===== src/rtl/fft_dif_sched.sv =====
// In-place radix-2 DIF FFT scheduler: issues butterfly read pairs and twiddle indices
// stage by stage, and replays each pair as a write PIPE_LAT cycles later.
module fft_dif_sched #(
   parameter int N_LOG2   = 3,
   parameter int PIPE_LAT = 2
) (
   input  logic              clk,
   input  logic              rst_n,
   input  logic              start,
   output logic              busy,
   output logic              done,
   output logic [N_LOG2-1:0] stage,
   output logic              rd_en,
   output logic [N_LOG2-1:0] rd_addr_a,
   output logic [N_LOG2-1:0] rd_addr_b,
   output logic [N_LOG2-2:0] tw_addr,
   output logic              wr_en,
   output logic [N_LOG2-1:0] wr_addr_a,
   output logic [N_LOG2-1:0] wr_addr_b
);

   localparam int W  = N_LOG2;
   localparam int HW = N_LOG2 - 1;
   localparam int CW = (PIPE_LAT > 1) ? $clog2(PIPE_LAT) : 1;

   localparam logic [HW-1:0] J_LAST = {HW{1'b1}};
   localparam logic [W-1:0]  S_LAST = W'(N_LOG2 - 1);
   localparam logic [CW-1:0] C_LAST = CW'(PIPE_LAT - 1);
   localparam logic [W-1:0]  HALF   = {1'b1, {HW{1'b0}}};

   typedef enum logic [1:0] {
      S_IDLE  = 2'd0,
      S_ISSUE = 2'd1,
      S_DRAIN = 2'd2,
      S_DONE  = 2'd3
   } state_t;

   state_t          state_r, state_nx_s;
   logic [W-1:0]    s_r, s_nx_s;
   logic [HW-1:0]   j_r, j_nx_s;
   logic [CW-1:0]   cnt_r, cnt_nx_s;

   logic [W-1:0]    j_ext_s, span_s, mask_s, k_s, a_s, b_s;
   logic            busy_s, done_s, rd_s;
   logic [W-1:0]    rd_a_s, rd_b_s;
   logic [HW-1:0]   tw_s;

   logic            pipe_v_r [PIPE_LAT];
   logic [W-1:0]    pipe_a_r [PIPE_LAT];
   logic [W-1:0]    pipe_b_r [PIPE_LAT];

   // State, stage, butterfly and drain counters
   always_ff @(posedge clk or negedge rst_n) begin
      if (!rst_n) begin
         state_r <= S_IDLE;
         s_r     <= {W{1'b0}};
         j_r     <= {HW{1'b0}};
         cnt_r   <= {CW{1'b0}};
      end else begin
         state_r <= state_nx_s;
         s_r     <= s_nx_s;
         j_r     <= j_nx_s;
         cnt_r   <= cnt_nx_s;
      end
   end

   // Next-state and counter update
   always_comb begin
      state_nx_s = state_r;
      s_nx_s     = s_r;
      j_nx_s     = j_r;
      cnt_nx_s   = cnt_r;
      case (state_r)
         S_IDLE: begin
            if (start) begin
               state_nx_s = S_ISSUE;
               s_nx_s     = {W{1'b0}};
               j_nx_s     = {HW{1'b0}};
            end else begin
               state_nx_s = S_IDLE;
            end
         end
         S_ISSUE: begin
            if (j_r == J_LAST) begin
               state_nx_s = S_DRAIN;
               cnt_nx_s   = {CW{1'b0}};
            end else begin
               j_nx_s = j_r + HW'(1);
            end
         end
         S_DRAIN: begin
            if (cnt_r == C_LAST) begin
               if (s_r == S_LAST) begin
                  state_nx_s = S_DONE;
               end else begin
                  state_nx_s = S_ISSUE;
                  s_nx_s     = s_r + W'(1);
                  j_nx_s     = {HW{1'b0}};
               end
            end else begin
               cnt_nx_s = cnt_r + CW'(1);
            end
         end
         S_DONE:  state_nx_s = S_IDLE;
         default: state_nx_s = S_IDLE;
      endcase
   end

   // Output decode from the next state so the registered outputs line up with it
   always_comb begin
      j_ext_s = {1'b0, j_nx_s};
      span_s  = HALF >> s_nx_s;
      mask_s  = span_s - W'(1);
      k_s     = j_ext_s & mask_s;
      // group base 2*g*span is the group bits of j moved up one position
      a_s     = ((j_ext_s & ~mask_s) << 1) | k_s;
      b_s     = a_s | span_s;
      busy_s  = (state_nx_s == S_ISSUE) || (state_nx_s == S_DRAIN);
      done_s  = (state_nx_s == S_DONE);
      rd_s    = (state_nx_s == S_ISSUE);
      if (rd_s) begin
         rd_a_s = a_s;
         rd_b_s = b_s;
         tw_s   = HW'(k_s << s_nx_s);
      end else begin
         rd_a_s = {W{1'b0}};
         rd_b_s = {W{1'b0}};
         tw_s   = {HW{1'b0}};
      end
   end

   // Registered control and read-side outputs
   always_ff @(posedge clk or negedge rst_n) begin
      if (!rst_n) begin
         busy      <= 1'b0;
         done      <= 1'b0;
         stage     <= {W{1'b0}};
         rd_en     <= 1'b0;
         rd_addr_a <= {W{1'b0}};
         rd_addr_b <= {W{1'b0}};
         tw_addr   <= {HW{1'b0}};
      end else begin
         busy      <= busy_s;
         done      <= done_s;
         stage     <= s_nx_s;
         rd_en     <= rd_s;
         rd_addr_a <= rd_a_s;
         rd_addr_b <= rd_b_s;
         tw_addr   <= tw_s;
      end
   end

   // Write-back delay line; shifts in every state so the final stage drains out
   always_ff @(posedge clk or negedge rst_n) begin
      if (!rst_n) begin
         for (int i = 0; i < PIPE_LAT; i++) begin
            pipe_v_r[i] <= 1'b0;
            pipe_a_r[i] <= {W{1'b0}};
            pipe_b_r[i] <= {W{1'b0}};
         end
      end else begin
         pipe_v_r[0] <= rd_en;
         pipe_a_r[0] <= rd_addr_a;
         pipe_b_r[0] <= rd_addr_b;
         for (int i = 1; i < PIPE_LAT; i++) begin
            pipe_v_r[i] <= pipe_v_r[i-1];
            pipe_a_r[i] <= pipe_a_r[i-1];
            pipe_b_r[i] <= pipe_b_r[i-1];
         end
      end
   end

   assign wr_en     = pipe_v_r[PIPE_LAT-1];
   assign wr_addr_a = pipe_a_r[PIPE_LAT-1];
   assign wr_addr_b = pipe_b_r[PIPE_LAT-1];

endmodule

===== config.mk =====
export PLATFORM = sky130hd
export DESIGN_NAME = fft_dif_sched
export DESIGN_NICKNAME = d
export VERILOG_FILES = /design/src/rtl/fft_dif_sched.sv
export SDC_FILE = /design/constraint.sdc
export NUM_CORES = 1
export LEC_CHECK = 0
export ABC_AREA = 0
export CORE_ASPECT_RATIO = 0.8
export CORE_UTILIZATION = 51
export CTS_CLUSTER_SIZE = 8
export DETAILED_ROUTE_END_ITERATION = 8
export GPL_ROUTABILITY_DRIVEN = 0
export PLACE_DENSITY = 0.77
export SKIP_CTS_REPAIR_TIMING = 1
export SLEW_MARGIN = 20
export SYNTH_ARGS = -nofsm -noshare
export SYNTH_HDL_FRONTEND = slang
export SYNTH_SLANG_ARGS = --single-unit

===== constraint.sdc =====
create_clock -name clk -period 2.1 [get_ports clk]
set_input_delay 0.315 -clock clk [delete_from_list [all_inputs] [get_ports clk]]
set_output_delay 0.315 -clock clk [all_outputs]
set_load 0.01 [all_outputs]

==> impl_metrics.yaml <==
timing:
  period_share_pct: 93.1
  worst_pin_slew_ns: 0.475
  finalSetupTns_ns: 0
  max_freq_mhz: 511
  skew_ns: 0.0180
  whs_ns: 0.344
  rsz0062_at_grt: "false"
  report.final.slew_viol_count: 0
  max_slew_margin_pct: 68.3
  finalSetupViolations: 0
  hold_viol_final: 0
  min_period_ns: 1.96
logic_synthesis:
  ys_ff_latch: 33
  synth_top_flop_cell: "dfrtp_1"
  synth_top_cell_by_area: "dfrtp_1"
  netlist_instances: 110
  yosysTopAreaCellShare_pct: 58.7
  synth_area_per_cell_um2: 12.8
  yosysMostFrequentCell: "dfrtp_1"
  ys_async_sr_fraction_pct: 100
  synth_cell_type_count: 37
  yosys_warnings: 0
  synth_edf_count: 0
  synthTopCellsByCount: "33 x dfrtp_1, 8 x inv_1, 7 x buf_4, 7 x nand2_1"
  synth_fp_nets: 117
  synth_area_leaders: "dfrtp_1 59%, buf_4 3.7%, ha_1 3.6%, buf_6 2.4%, inv_1 2.1%"
  yosysSeqAreaShare_pct: 58.7
  synth_area_um2: 1410
setup_path:
  critPathMaxStageDelay_ns: 0.41
  crit_path_start_kind: "flip-flop"
  crit_family: "compound AO/OA/AOI/OAI gates"
  path_max_fanout: 7
  path_cells: "ha_1 > and4bb_2 > a221o_1 > buf_4 > o22a_1 > o221a_1"
  critPathSlowestCell: "dfrtp_1"
  worst-path-buf-inv: 1
  endpoint_kind: "flip-flop"
  critPathKind: "reg -> reg"
  cp.required_ns: 2.35
  critical_path_arrival_ns: 2.20
power_and_ir_drop:
  vdd_drop_max_mv: 0.756
  p_int_w: 0.00171
  switching_share_pct: 36.3
  p_seq_share_pct: 39.0
  p_leak_nw: 0.779
  power.switching_w: 0.000974
  p_comb_share_pct: 47.8
  pwr_density_cell_nw_per_um2: 1550
  clkPwrFrac_pct: 13.2
finish:
  num-nets-final: 146
  area_delta_synth_final_pct: 22.7
  fin_cells: 176
  multi_input_area_um2: 459
  n_fill_cell: 211
  seq_area_um2: 826
  drive_gt1_share_pct: 18.6
  final_core_util_pct: 68.4
  antennaDiodeCount: 0
  fin_area_um2: 1730
placed_design:
  numPlacedInstances: 168
  post_dp_cell_area_um2: 1670
  hpwlAfterDp_um: 1740
  numPortBuffers: 23
routing:
  vias: 916
  drtPass1Iterations: 4
  antenna_left: 0
  vias_per_cell: 5.20
  drtIter0Drc: 38
  wl_per_cell_um: 13.9
  drcViolationCount: 0
  postRouteWirelength_um: 2440
cts:
  cts_tree: "done"
  cts_sinks: 33
  cts_root_buffer: "clkbuf_4"
  numCtsBuffers: 5
  cts.htree.levels: 2
  path_clk_slew_ns: 0.12
  clock_latency_ns: 0.35
  cts_buffer_depth: 2
floorplan:
  dieWidth_um: 60.7
  die_area_um2: 2970
  rows: 16
  dieHeight_um: 49.0
  start_util_pct: 55.8
  coreArea_um2: 2520
  pin_count: 24
grt:
  grt_pass1_vias: 846
  grt_max_degree: 34
  antenna_found_initial: 0
  overflow: 0
  grt_pass1_wl_um: 3980
  grt_usage_pct: 19.1
run_status:
  status: "finished, final reports clean"
flow_run:
  drv_cap: 0
worst_hold_path:
  hold_path.class: "in -> async"
[layout by cell type, fill, tap and decap left out]
master and instances:
clkinvlp_4 3, a21boi_0 1, o211ai_2 1, and4bb_2 1, o21a_1 4, o21bai_4 1
o21ai_0 1, and4b_1 1, a211oi_2 1, clkbuf_4 5, nor2b_1 1, o221a_1 1
buf_4 10, mux2i_1 1, o22a_1 1, xnor2_1 1, nand4_1 2, a221o_1 1
nor4b_2 1, a2bb2oi_4 1, o41a_1 1, and2b_4 1, nand2_1 7, a21oi_1 3
and2_1 2, clkdlybuf4s50_1 23, dfrtp_1 33, and3_1 1, a22oi_2 1, nor3_1 4
maj3_1 1, inv_1 8, a32oi_1 1, nand3b_1 2, ha_1 4, nand3_1 2
nor2_1 4, nand2b_1 3
[per-layer routing]
metal  routed length (µm)  GRT usage [%]
met5                    0              0
met4                   53           7.95
met3                  119           7.96
met2                 1120           26.7
met1                 1150           26.0
[area by class of cell]
cell class / instances / area share [%]
inverter: 8 / 1.74
sequential: 33 / 47.9
multi-input combinational: 58 / 26.6
clock buffer: 5 / 2.18
clock inverter: 3 / 1.31
timing repair buffer: 33 / 17.7
tap: 36 / 2.61
[stage by stage]
stage	worst slack (ns)	total power [W]
floorplan	0.121	0.00183
global placement	0.0312	0.00230
detailed placement	-0.0176	0.00234
CTS	0.160	0.00271
global route	0.0363	0.00286
finish	0.145	0.00268
[flip-flops by register name (all words and copies together), names as in the netlist, 2 cells and up]
name and count:
j_r 2, pipe_a_r 3, pipe_b_r 3, rd_addr_a 3, rd_addr_b 3, stage 3, state_r 2, tw_addr 2
wr_addr_a 3, wr_addr_b 3
[worst paths after layout]
check / startpoint / end / slack [ns] / depth (start not counted)
setup / recovery: stage[1]$_DFF_PN0_ / rd_addr_b[1]$_DFF_PN0_ / 0.14 / 6
hold / removal: rst_n / stage[2]$_DFF_PN0_ / 0.34 / 2
setup reg to reg: stage[1]$_DFF_PN0_ / rd_addr_b[1]$_DFF_PN0_ / 0.14 / 6
hold reg to reg: pipe_b_r[3]$_DFF_PN0_ / wr_addr_b[0]$_DFF_PN0_ / 0.36 / 0
max in group asynchronous: rst_n / wr_addr_b[2]$_DFF_PN0_ / 1.45 / 2
min in group clk: pipe_b_r[3]$_DFF_PN0_ / wr_addr_b[0]$_DFF_PN0_ / 0.36 / 0
[logic make-up (layout without fill, tap and decap cells)]
logic type      count (synthesis)  after routing  share of synthesized area (%)
simple gates                   32             32                           13.5
compound gates                 19             19                           13.5
flops                          33             33                           58.7
xor+xnor                        1              1                          0.623
buf+inv                        19             49                           8.63
fa+ha+maj                       5              5                           4.27
mux                             1              1                          0.712
[worst register-to-register path, cell delays in order (launching register included)]
cell and delay, ns:
dfrtp_1 0.41, ha_1 0.27, and4bb_2 0.22, a221o_1 0.32
buf_4 0.19, o22a_1 0.21, o221a_1 0.23
[power groups by stage]
stage | Clock [W] | Sequential (W) | Combinational, W
after floorplan | 0 | 0.00105 | 0.000783
after global placement | 0 | 0.00105 | 0.00125
after detailed placement | 0 | 0.00106 | 0.00127
after CTS | 0.000368 | 0.00105 | 0.00129
after global routing | 0.000389 | 0.00108 | 0.00139
final | 0.000355 | 0.00104 | 0.00128
Note: power is estimated with default switching activity, not from simulation.
